`src/rtl/gpu_ctrl_pkg.sv`:
```
// Shared constants for the GPU CPU-bus front end: status bit layout, IRQ
// source indices, mask reset value and the read-select decode.
package gpu_ctrl_pkg;

  localparam int ST_WRITABLE = 0;
  localparam int ST_VBLANK   = 1;
  localparam int ST_LINE     = 2;
  localparam int ST_EMPTY    = 5;
  localparam int ST_FULL     = 6;
  localparam int ST_OVERFLOW = 7;

  localparam int IRQ_VBLANK = 0;
  localparam int IRQ_LINE   = 1;
  localparam int IRQ_W      = 2;

  localparam logic [7:0] MASK_RST = 8'h01;

  typedef enum logic [2:0] {
    RD_NONE,
    RD_STATUS,
    RD_MASK,
    RD_LINE,
    RD_FRAME
  } rd_sel_e;

  // Selects are one-hot from the bus decode; the priority only breaks ties.
  function automatic rd_sel_e rd_decode(input logic s_status, input logic s_mask,
                                        input logic s_line, input logic s_frame);
    if (s_status)     return RD_STATUS;
    else if (s_mask)  return RD_MASK;
    else if (s_line)  return RD_LINE;
    else if (s_frame) return RD_FRAME;
    else              return RD_NONE;
  endfunction

endpackage

```
`src/rtl/gpu_write_fifo.sv`:
```
// Synchronous write-posting FIFO. Pointers carry a wrap bit so full and
// empty are distinguished without a separate counter.
module gpu_write_fifo #(
  parameter int WIDTH = 20,
  parameter int DEPTH = 8
) (
  input  logic             clk,
  input  logic             rst,
  input  logic             push,
  input  logic             pop,
  input  logic [WIDTH-1:0] wdata,
  output logic [WIDTH-1:0] rdata,
  output logic             full,
  output logic             empty
);

  localparam int AW = $clog2(DEPTH);

  logic [AW:0]      wptr, rptr;
  logic [WIDTH-1:0] mem [DEPTH];

  assign empty = (wptr == rptr);
  assign full  = (wptr[AW] != rptr[AW]) && (wptr[AW-1:0] == rptr[AW-1:0]);
  assign rdata = mem[rptr[AW-1:0]];

  always_ff @(posedge clk or negedge rst) begin
    if (!rst) begin
      wptr <= '0;
      rptr <= '0;
    end else begin
      if (push && !full) wptr <= wptr + 1'b1;
      if (pop && !empty) rptr <= rptr + 1'b1;
    end
  end

  // Storage needs no reset: pointers alone define which entries are live.
  always_ff @(posedge clk) begin
    if (push && !full) mem[wptr[AW-1:0]] <= wdata;
  end

endmodule

```
`src/rtl/gpu_ctrl.sv`:
```
// CPU-bus front end: masked vblank/line interrupt controller plus a VRAM
// write-posting FIFO drained while video timing reports writable.
// Define GPU_CTRL_LINE_IRQ_EN to build the line-compare interrupt source.
module gpu_ctrl
  import gpu_ctrl_pkg::*;
#(
  parameter int ADDR_W     = 12,
  parameter int FIFO_DEPTH = 8,
  parameter int LINE_W     = 10
) (
  input  logic              clk,
  input  logic              rst,
  input  logic [7:0]        data_in,
  input  logic [ADDR_W-1:0] address,
  input  logic              write_enable,
  input  logic              SELECT_vram,
  input  logic              SELECT_status,
  input  logic              SELECT_irq_clr,
  input  logic              SELECT_irq_mask,
  input  logic              SELECT_line_cmp,
  input  logic              SELECT_frame,
  output logic [7:0]        data_out,
  input  logic              writable,
  input  logic [LINE_W-1:0] vcounter,
  output logic [7:0]        vram_wdata,
  output logic [ADDR_W-1:0] vram_waddr,
  output logic              vram_we,
  output logic              irq
);

  localparam int FW = ADDR_W + 8;

  logic              full, empty, push, pop;
  logic [FW-1:0]     head;
  logic              overflow_q, wr_q, wr_rise, status_rd;
  logic [7:0]        frame_q, status, line_cmp_rd;
  logic [IRQ_W-1:0]  pend_q, mask_q, pend_set, pend_clr;
  logic              line_hit;

  assign push = write_enable && SELECT_vram;
  assign pop  = writable && !empty;

  gpu_write_fifo #(.WIDTH(FW), .DEPTH(FIFO_DEPTH)) u_fifo (
    .clk   (clk),
    .rst   (rst),
    .push  (push && !full),
    .pop   (pop),
    .wdata ({address, data_in}),
    .rdata (head),
    .full  (full),
    .empty (empty)
  );

  assign {vram_waddr, vram_wdata} = head;
  assign vram_we = pop;

  assign wr_rise   = writable && !wr_q;
  assign status_rd = SELECT_status && !write_enable;

`ifdef GPU_CTRL_LINE_IRQ_EN
  localparam logic [IRQ_W-1:0] MASK_VALID = 2'b11;
  logic [7:0]        line_cmp_q;
  logic [LINE_W-1:0] vcnt_q;

  // Only a change onto the compare line fires; holding the line does not.
  assign line_hit    = (vcounter != vcnt_q) && (vcounter == LINE_W'(line_cmp_q));
  assign line_cmp_rd = line_cmp_q;

  always_ff @(posedge clk or negedge rst) begin
    if (!rst) begin
      line_cmp_q <= '0;
      vcnt_q     <= '0;
    end else begin
      vcnt_q <= vcounter;
      if (write_enable && SELECT_line_cmp) line_cmp_q <= data_in;
    end
  end
`else
  localparam logic [IRQ_W-1:0] MASK_VALID = 2'b01;
  logic unused_ok;

  assign line_hit    = 1'b0;
  assign line_cmp_rd = 8'h00;
  assign unused_ok   = ^vcounter;
`endif

  always_comb begin
    pend_set = '0;
    pend_set[IRQ_VBLANK] = wr_rise;
    pend_set[IRQ_LINE]   = line_hit;
    pend_clr = (write_enable && SELECT_irq_clr) ? data_in[IRQ_W-1:0] : '0;
  end

  // Set is OR'd after the clear so a coincident event survives its clear.
  always_ff @(posedge clk or negedge rst) begin
    if (!rst) begin
      pend_q     <= '0;
      mask_q     <= MASK_RST[IRQ_W-1:0];
      overflow_q <= 1'b0;
      wr_q       <= 1'b0;
      frame_q    <= '0;
    end else begin
      pend_q <= pend_set | (pend_q & ~pend_clr);
      wr_q   <= writable;
      if (wr_rise) frame_q <= frame_q + 8'd1;
      if (write_enable && SELECT_irq_mask) mask_q <= data_in[IRQ_W-1:0] & MASK_VALID;
      if (push && full)   overflow_q <= 1'b1;
      else if (status_rd) overflow_q <= 1'b0;
    end
  end

  assign irq = |(pend_q & mask_q);

  always_comb begin
    status = '0;
    status[ST_OVERFLOW] = overflow_q;
    status[ST_FULL]     = full;
    status[ST_EMPTY]    = empty;
    status[ST_LINE]     = pend_q[IRQ_LINE];
    status[ST_VBLANK]   = pend_q[IRQ_VBLANK];
    status[ST_WRITABLE] = writable;
  end

  always_comb begin
    data_out = 8'h00;
    case (rd_decode(SELECT_status, SELECT_irq_mask, SELECT_line_cmp, SELECT_frame))
      RD_STATUS: data_out = status;
      RD_MASK:   data_out = {{(8-IRQ_W){1'b0}}, mask_q};
      RD_LINE:   data_out = line_cmp_rd;
      RD_FRAME:  data_out = frame_q;
      default:   data_out = 8'h00;
    endcase
  end

endmodule

```
`config.mk`:
```
export PLATFORM = sky130hd
export DESIGN_NAME = gpu_ctrl
export DESIGN_NICKNAME = d
export VERILOG_FILES = /design/src/rtl/gpu_ctrl_pkg.sv /design/src/rtl/gpu_write_fifo.sv /design/src/rtl/gpu_ctrl.sv
export SDC_FILE = /design/constraint.sdc
export NUM_CORES = 1
export LEC_CHECK = 0
export CAP_MARGIN = 25
export CORE_MARGIN = 10
export CORE_UTILIZATION = 40
export DETAILED_ROUTE_END_ITERATION = 7
export PLACE_DENSITY = 0.6
export SLEW_MARGIN = 20
export SYNTH_ARGS = -nofsm -noshare
export SYNTH_HDL_FRONTEND = slang
export SYNTH_SLANG_ARGS = --single-unit
```
`constraint.sdc`:
```
create_clock -name clk -period 3.5 [get_ports clk]
set_input_delay 0.525 -clock clk [delete_from_list [all_inputs] [get_ports clk]]
set_output_delay 0.525 -clock clk [all_outputs]
set_load 0.01 [all_outputs]
```
**Word-level counts from Yosys, hierarchy flattened**

Memory sizes are Yosys's and may differ from the RTL's.
Index checks and enable logic that the tools add are counted.

- Reductions and logical operators: 17
- Bitwise operators: 4
- Multiplexer cells: 10
- Equal/unequal tests: 6
- Add/sub/neg operators: 3

Operators with widths:

| kind | number |
|---|---|
| one-hot mux 8 bit (3 select lines) | 1 |
| two-way mux 3 bit | 4 |
| logical AND 1 bit | 11 |
| adder 4 x 1 -> 4 bit (second input constant) | 2 |
| adder 8 x 1 -> 8 bit (second input constant) | 1 |
| equality test 4 bit | 1 |
| logical NOT 1 bit | 4 |
| two-way mux 1 bit | 4 |
| equality test 3 x 1 -> 1 bit (second input constant) | 1 |
| equality test 3 x 2 -> 1 bit (second input constant) | 1 |
| equality test 3 bit | 1 |
| equality test 3 bit (second input constant) | 1 |
| bitwise AND 2 x 1 -> 2 bit | 1 |
| bitwise AND 2 bit | 1 |
| two-way mux 2 bit | 1 |
| NOT 2 bit | 1 |
| OR 1 x 2 -> 2 bit | 1 |
| nonzero test 2 bit | 1 |
| OR reduction 2 bit | 1 |
| inequality test 1 bit | 1 |

- Bits in registers: 21
- Memories: 1
- Bits in writable memories: 160
- Logic and storage cells: 48
- Output and inout bits: 30
- Bits of input ports: 40

Memory list:

| memory | depth | bits a word | rd ports | clocked after Yosys merged registers in | write ports | RTL line | source |
|---|---|---|---|---|---|---|---|
| u_fifo.mem | 8 | 20 | 1 | 0 | 1 | gpu_write_fifo.sv:20 | `logic [WIDTH-1:0] mem [DEPTH];` |

**Longest topological paths before layout**

- Depth in word-level cells: 7
- Gate-level depth with buffers: 6
- Gate-level depth less buffers: 5

**By module**

Synthesis repeated with hierarchy kept, for this count alone.

- Cells, all modules: 351
- Area total of the unflattened synthesis: 7392.1 µm²

By module, submodules not included:

| module | area an instance (µm²) | cells each | sequential area each (µm²) | instances |
|---|---|---|---|---|
| gpu_write_fifo | 6721.4 | 291 | 5004.8 | 1 |
| gpu_ctrl | 670.6 | 60 | 326.6 | 1 |

**Least setup slack after synthesis**

Ideal clock, no wire load.

- Kind: register to register
- Start: reg u_fifo.rptr[1]
- End: mem u_fifo.mem[0][0], enable pin
- Arrival time: 2.533 ns
- Required time: 3.078 ns
- Library setup time: 0.422 ns
- Path slack: 0.545 ns
- Clock period less this slack: 2.955 ns
- Buffers on the path: 1
- Cell stages (with the launch flop): 6
- Cells stage by stage: dfrtp_1 -> buf_2 -> xnor2_2 -> a41oi_2 -> nand2_1 -> nor3_1

- Cells in the longest elaborated chain, start to end: 7

RTL lines:

| item | RTL line | source |
|---|---|---|
| start: declaration | gpu_write_fifo.sv:19 | `logic [AW:0] wptr, rptr;` |
| start signal: assignment | gpu_write_fifo.sv:32 | `if (pop && !empty) rptr <= rptr + 1'b1;` |
| equality test 3 bit * | gpu_write_fifo.sv:23 | `assign full = (wptr[AW] != rptr[AW]) && (wptr[AW-1:0] == rptr[AW-1:0]);` |
| logical AND 1 bit * | gpu_write_fifo.sv:23 |  |
| logical NOT 1 bit * | gpu_write_fifo.sv:38, gpu_ctrl.sv:46 |  |
| logical AND 1 bit | gpu_ctrl.sv:46 | `.push (push && !full),` |
| logical AND 1 bit * | gpu_write_fifo.sv:38 | `if (push && !full) mem[wptr[AW-1:0]] <= wdata;` |
| two-way mux 1 bit * | gpu_write_fifo.sv:38 |  |
| two-way mux 1 bit (implied by the code) * | gpu_write_fifo.sv:38 |  |
| end: declaration | gpu_write_fifo.sv:20 |  |

Every way passes the cells marked *; elsewhere a longest branch is shown, timed or not.

**Worst setup path in the final report**

- Start: reg u_fifo.rptr[0]
- End: out data_out[6]

- Cells in the longest elaborated chain, start to end: 3

RTL lines:

| item | RTL line | source |
|---|---|---|
| equality test 3 bit | gpu_write_fifo.sv:23 |  |
| logical AND 1 bit | gpu_write_fifo.sv:23 |  |
| one-hot mux 8 bit (3 select lines) | gpu_ctrl.sv:126 | `case (rd_decode(SELECT_status, SELECT_irq_mask, SELECT_line_cmp, SELECT_frame))` |
| end: declaration | gpu_ctrl.sv:22 | `output logic [7:0] data_out,` |

Every way passes these cells.

==> qor.yml <==
r2r-end: "u_fifo.mem[2][19]"
r2r-start: "u_fifo.rptr[1]"
clkLatencyLatePin_ps: 430
dr.pass1.iters: 5
setup.worst_path.class: "reg -> out"
htreeDepth: 4
core_um2: 18000
yosysMostFrequentCell: "edfxtp_1"
yosysSeqAreaShare_pct: 73.0
slew_headroom_pct: 63.2
synth_common_cells: "edfxtp_1 (160), mux4_1 (32), mux2_2 (22)"
fillers: 1442
vias_per_cell: 5.22
p_int_mw: 4.83
hold_viol: 0
ys_warn_count: 0
drive_gt1_share_pct: 21.1
fp.dieArea_um2: 24100
slew_violations: 0
required_ps: 2970
io_buffers: 59
vias: 3463
placementRows: 49
synth_nets: 386
grt_pass1_vias: 3736
rr_worst_depth: 6
r2r_slack_ps: 1160
cts_tree: "built"
p_clk_share_pct: 27.1
max-cap-violations: 0
drt-initial-drc-count: 143
fin_crit_ps: 3130
period_share_pct: 89.4
ys_async_sr_fraction_pct: 11.6
grt_overflow: 0
ys.flop_type: "edfxtp_1"
grt_pass1_wl_um: 21400
clock_skew_ps: 12.7
hpwl_um: 8370
wl_per_cell_um: 20.7
syn_to_final_growth_pct: 21.1
fmax_ghz: 0.320
final_util_pct: 49.3
n_antenna_cell: 0
clkTransAtPathRegs_ps: 60
antenna_found_initial: 0
crit_path_start_kind: "flip-flop"
clock-root-buffer: "clkbuf_16"
cts_setup_buffers: 0
globalplace.congestion: 0.780
fin_nets: 465
final-seq-area_um2: 5330
critPathMaxFanout: 44
drt-total-wl_um: 13800
p_leak_nw: 3.00
ys_ff_latch: 181
status: "finished clean"
dieWidth_um: 155
yosysTopAreaCellShare_pct: 65.8
antenna_left: 0
crit_path_end_kind: "output pin"
synth_top_cell_by_area: "edfxtp_1"
synthCells: 343
power_density_nw_per_um2: 759
syn_area_per_cell_um2: 21.3
tightestPinTransition_ps: 550
gr-usage-all-layers_pct: 11.9
grt_max_degree: 45
hold_class: "in -> async"
multi_input_area_um2: 1880
holdBufCountCts: 0
cts_buffer_depth: 2
die_height_um: 155
initial_utilization_pct: 40.7
cts_buffers: 17
p_comb_share_pct: 32.0
synth_area_um2: 7300
io_pins: 70
cts.sinks: 181
synth-edff-count: 160
critPathArrivalTime_ps: 2600
cts_resized: 0
ir_worst_vdd_uv: 402
synth_area_leaders: "edfxtp_1 (66%), mux4_1 (12%), dfrtp_1 (6.9%), mux2_2 (3.4%), mux4_2 (2.5%)"
ys_types: 42
route.detailed.drc: 0
setup_tns_ps: 0
power_frac_seq_pct: 40.9
finalSetupViolations: 0
p_switching_mw: 1.89
rsz0062_at_grt: "false"
switching_share_pct: 28.1
==> power by group through the flow <==
stage | logic, mW | registers, mW | clock network, mW
4_1_cts | 2.22 | 2.75 | 1.86
3_3_place_gp | 2.18 | 2.78 | 0
3_5_place_dp | 2.21 | 2.79 | 0
6_report | 2.15 | 2.75 | 1.82
2_1_floorplan | 1.41 | 2.74 | 0
5_1_grt | 2.33 | 2.77 | 1.94
==> per-stage QoR <==
stage / setup slack [ps] / cells / hold WS, ps / power (mW) / cell area, µm²
floorplan: 545 / 343 / 229 / 4.15 / 7300
global placement: 550 / 632 / 479 / 4.96 / 8290
detailed placement: 521 / 632 / 491 / 5.00 / 8290
CTS: 350 / 664 / 500 / 6.82 / 8850
global route: 194 / 664 / 75.5 / 7.05 / 8850
finish: 372 / 664 / 49.3 / 6.71 / 8850
==> how the worst max path moves through the flow <==
stage | from | to | slack [ps] | cells past startpoint
5_1_grt | u_fifo.rptr[0] | data_out[6] | 190 | 6
4_1_cts | u_fifo.rptr[0] | data_out[6] | 350 | 6
2_1_floorplan | u_fifo.rptr[1] | u_fifo.mem[0][0] | 550 | 5
6_report | u_fifo.rptr[0] | data_out[6] | 370 | 6
3_5_place_dp | SELECT_status | data_out[6] | 520 | 4
3_3_place_gp | SELECT_status | data_out[5] | 550 | 4
==> registers in the layout, summed over array words and instances, names as in the netlist <==
signal and flops:
frame_q 8, mask_q 1, overflow_q 1, pend_q 2
u_fifo.mem 160, u_fifo.rptr 4, u_fifo.wptr 4, wr_q 1
==> cell usage in the layout (no fill, tap or decap), types with 4 or more instances in the layout <==
| master | instances |
|---|---|
| a22o_1 | 6 |
| buf_12 | 5 |
| buf_4 | 11 |
| clkbuf_16 | 17 |
| clkdlybuf4s50_1 | 58 |
| dfrtp_1 | 19 |
| edfxtp_1 | 160 |
| inv_1 | 4 |
| mux2_2 | 22 |
| mux4_1 | 32 |
| mux4_2 | 8 |
| nand2_1 | 12 |
| nand2b_1 | 4 |
| nand3_1 | 5 |
| nor2_1 | 5 |
| nor2_2 | 6 |
| xnor2_1 | 9 |
==> logic make-up after synthesis <==
group / share of synthesized area (%)
compound gates: 1.75
xor+xnor: 2.21
fa+ha+maj: 0.514
buf+inv: 1.59
flops: 73.0
mux: 17.7
simple gates: 3.27
==> worst max-delay path, stage by stage (launching register included) <==
cell and delay, ps:
dfrtp_2 410, buf_12 220, xnor2_2 230, nand3_2 190, nor2b_1 380, a22o_1 190, clkdlybuf4s50_1 540
==> area by class of cell <==
class	instances	area share, %
Clock buffer	19	4.89
Tap cell	229	3.24
Timing Repair Buffer	75	8.68
Multi-Input combinational cell	143	21.3
Clock inverter	13	1.48
Inverter	4	0.170
Sequential cell	181	60.3
==> metal layers <==
metal / GRT usage, % / routed length, µm / part of all wire (%)
met1: 14.0 / 5910 / 43
met2: 19.4 / 6960 / 51
met3: 3.83 / 641 / 4.7
met4: 5.31 / 240 / 1.7
met5: 0 / 0 / 0
Power figures use the tool's default switching activity.
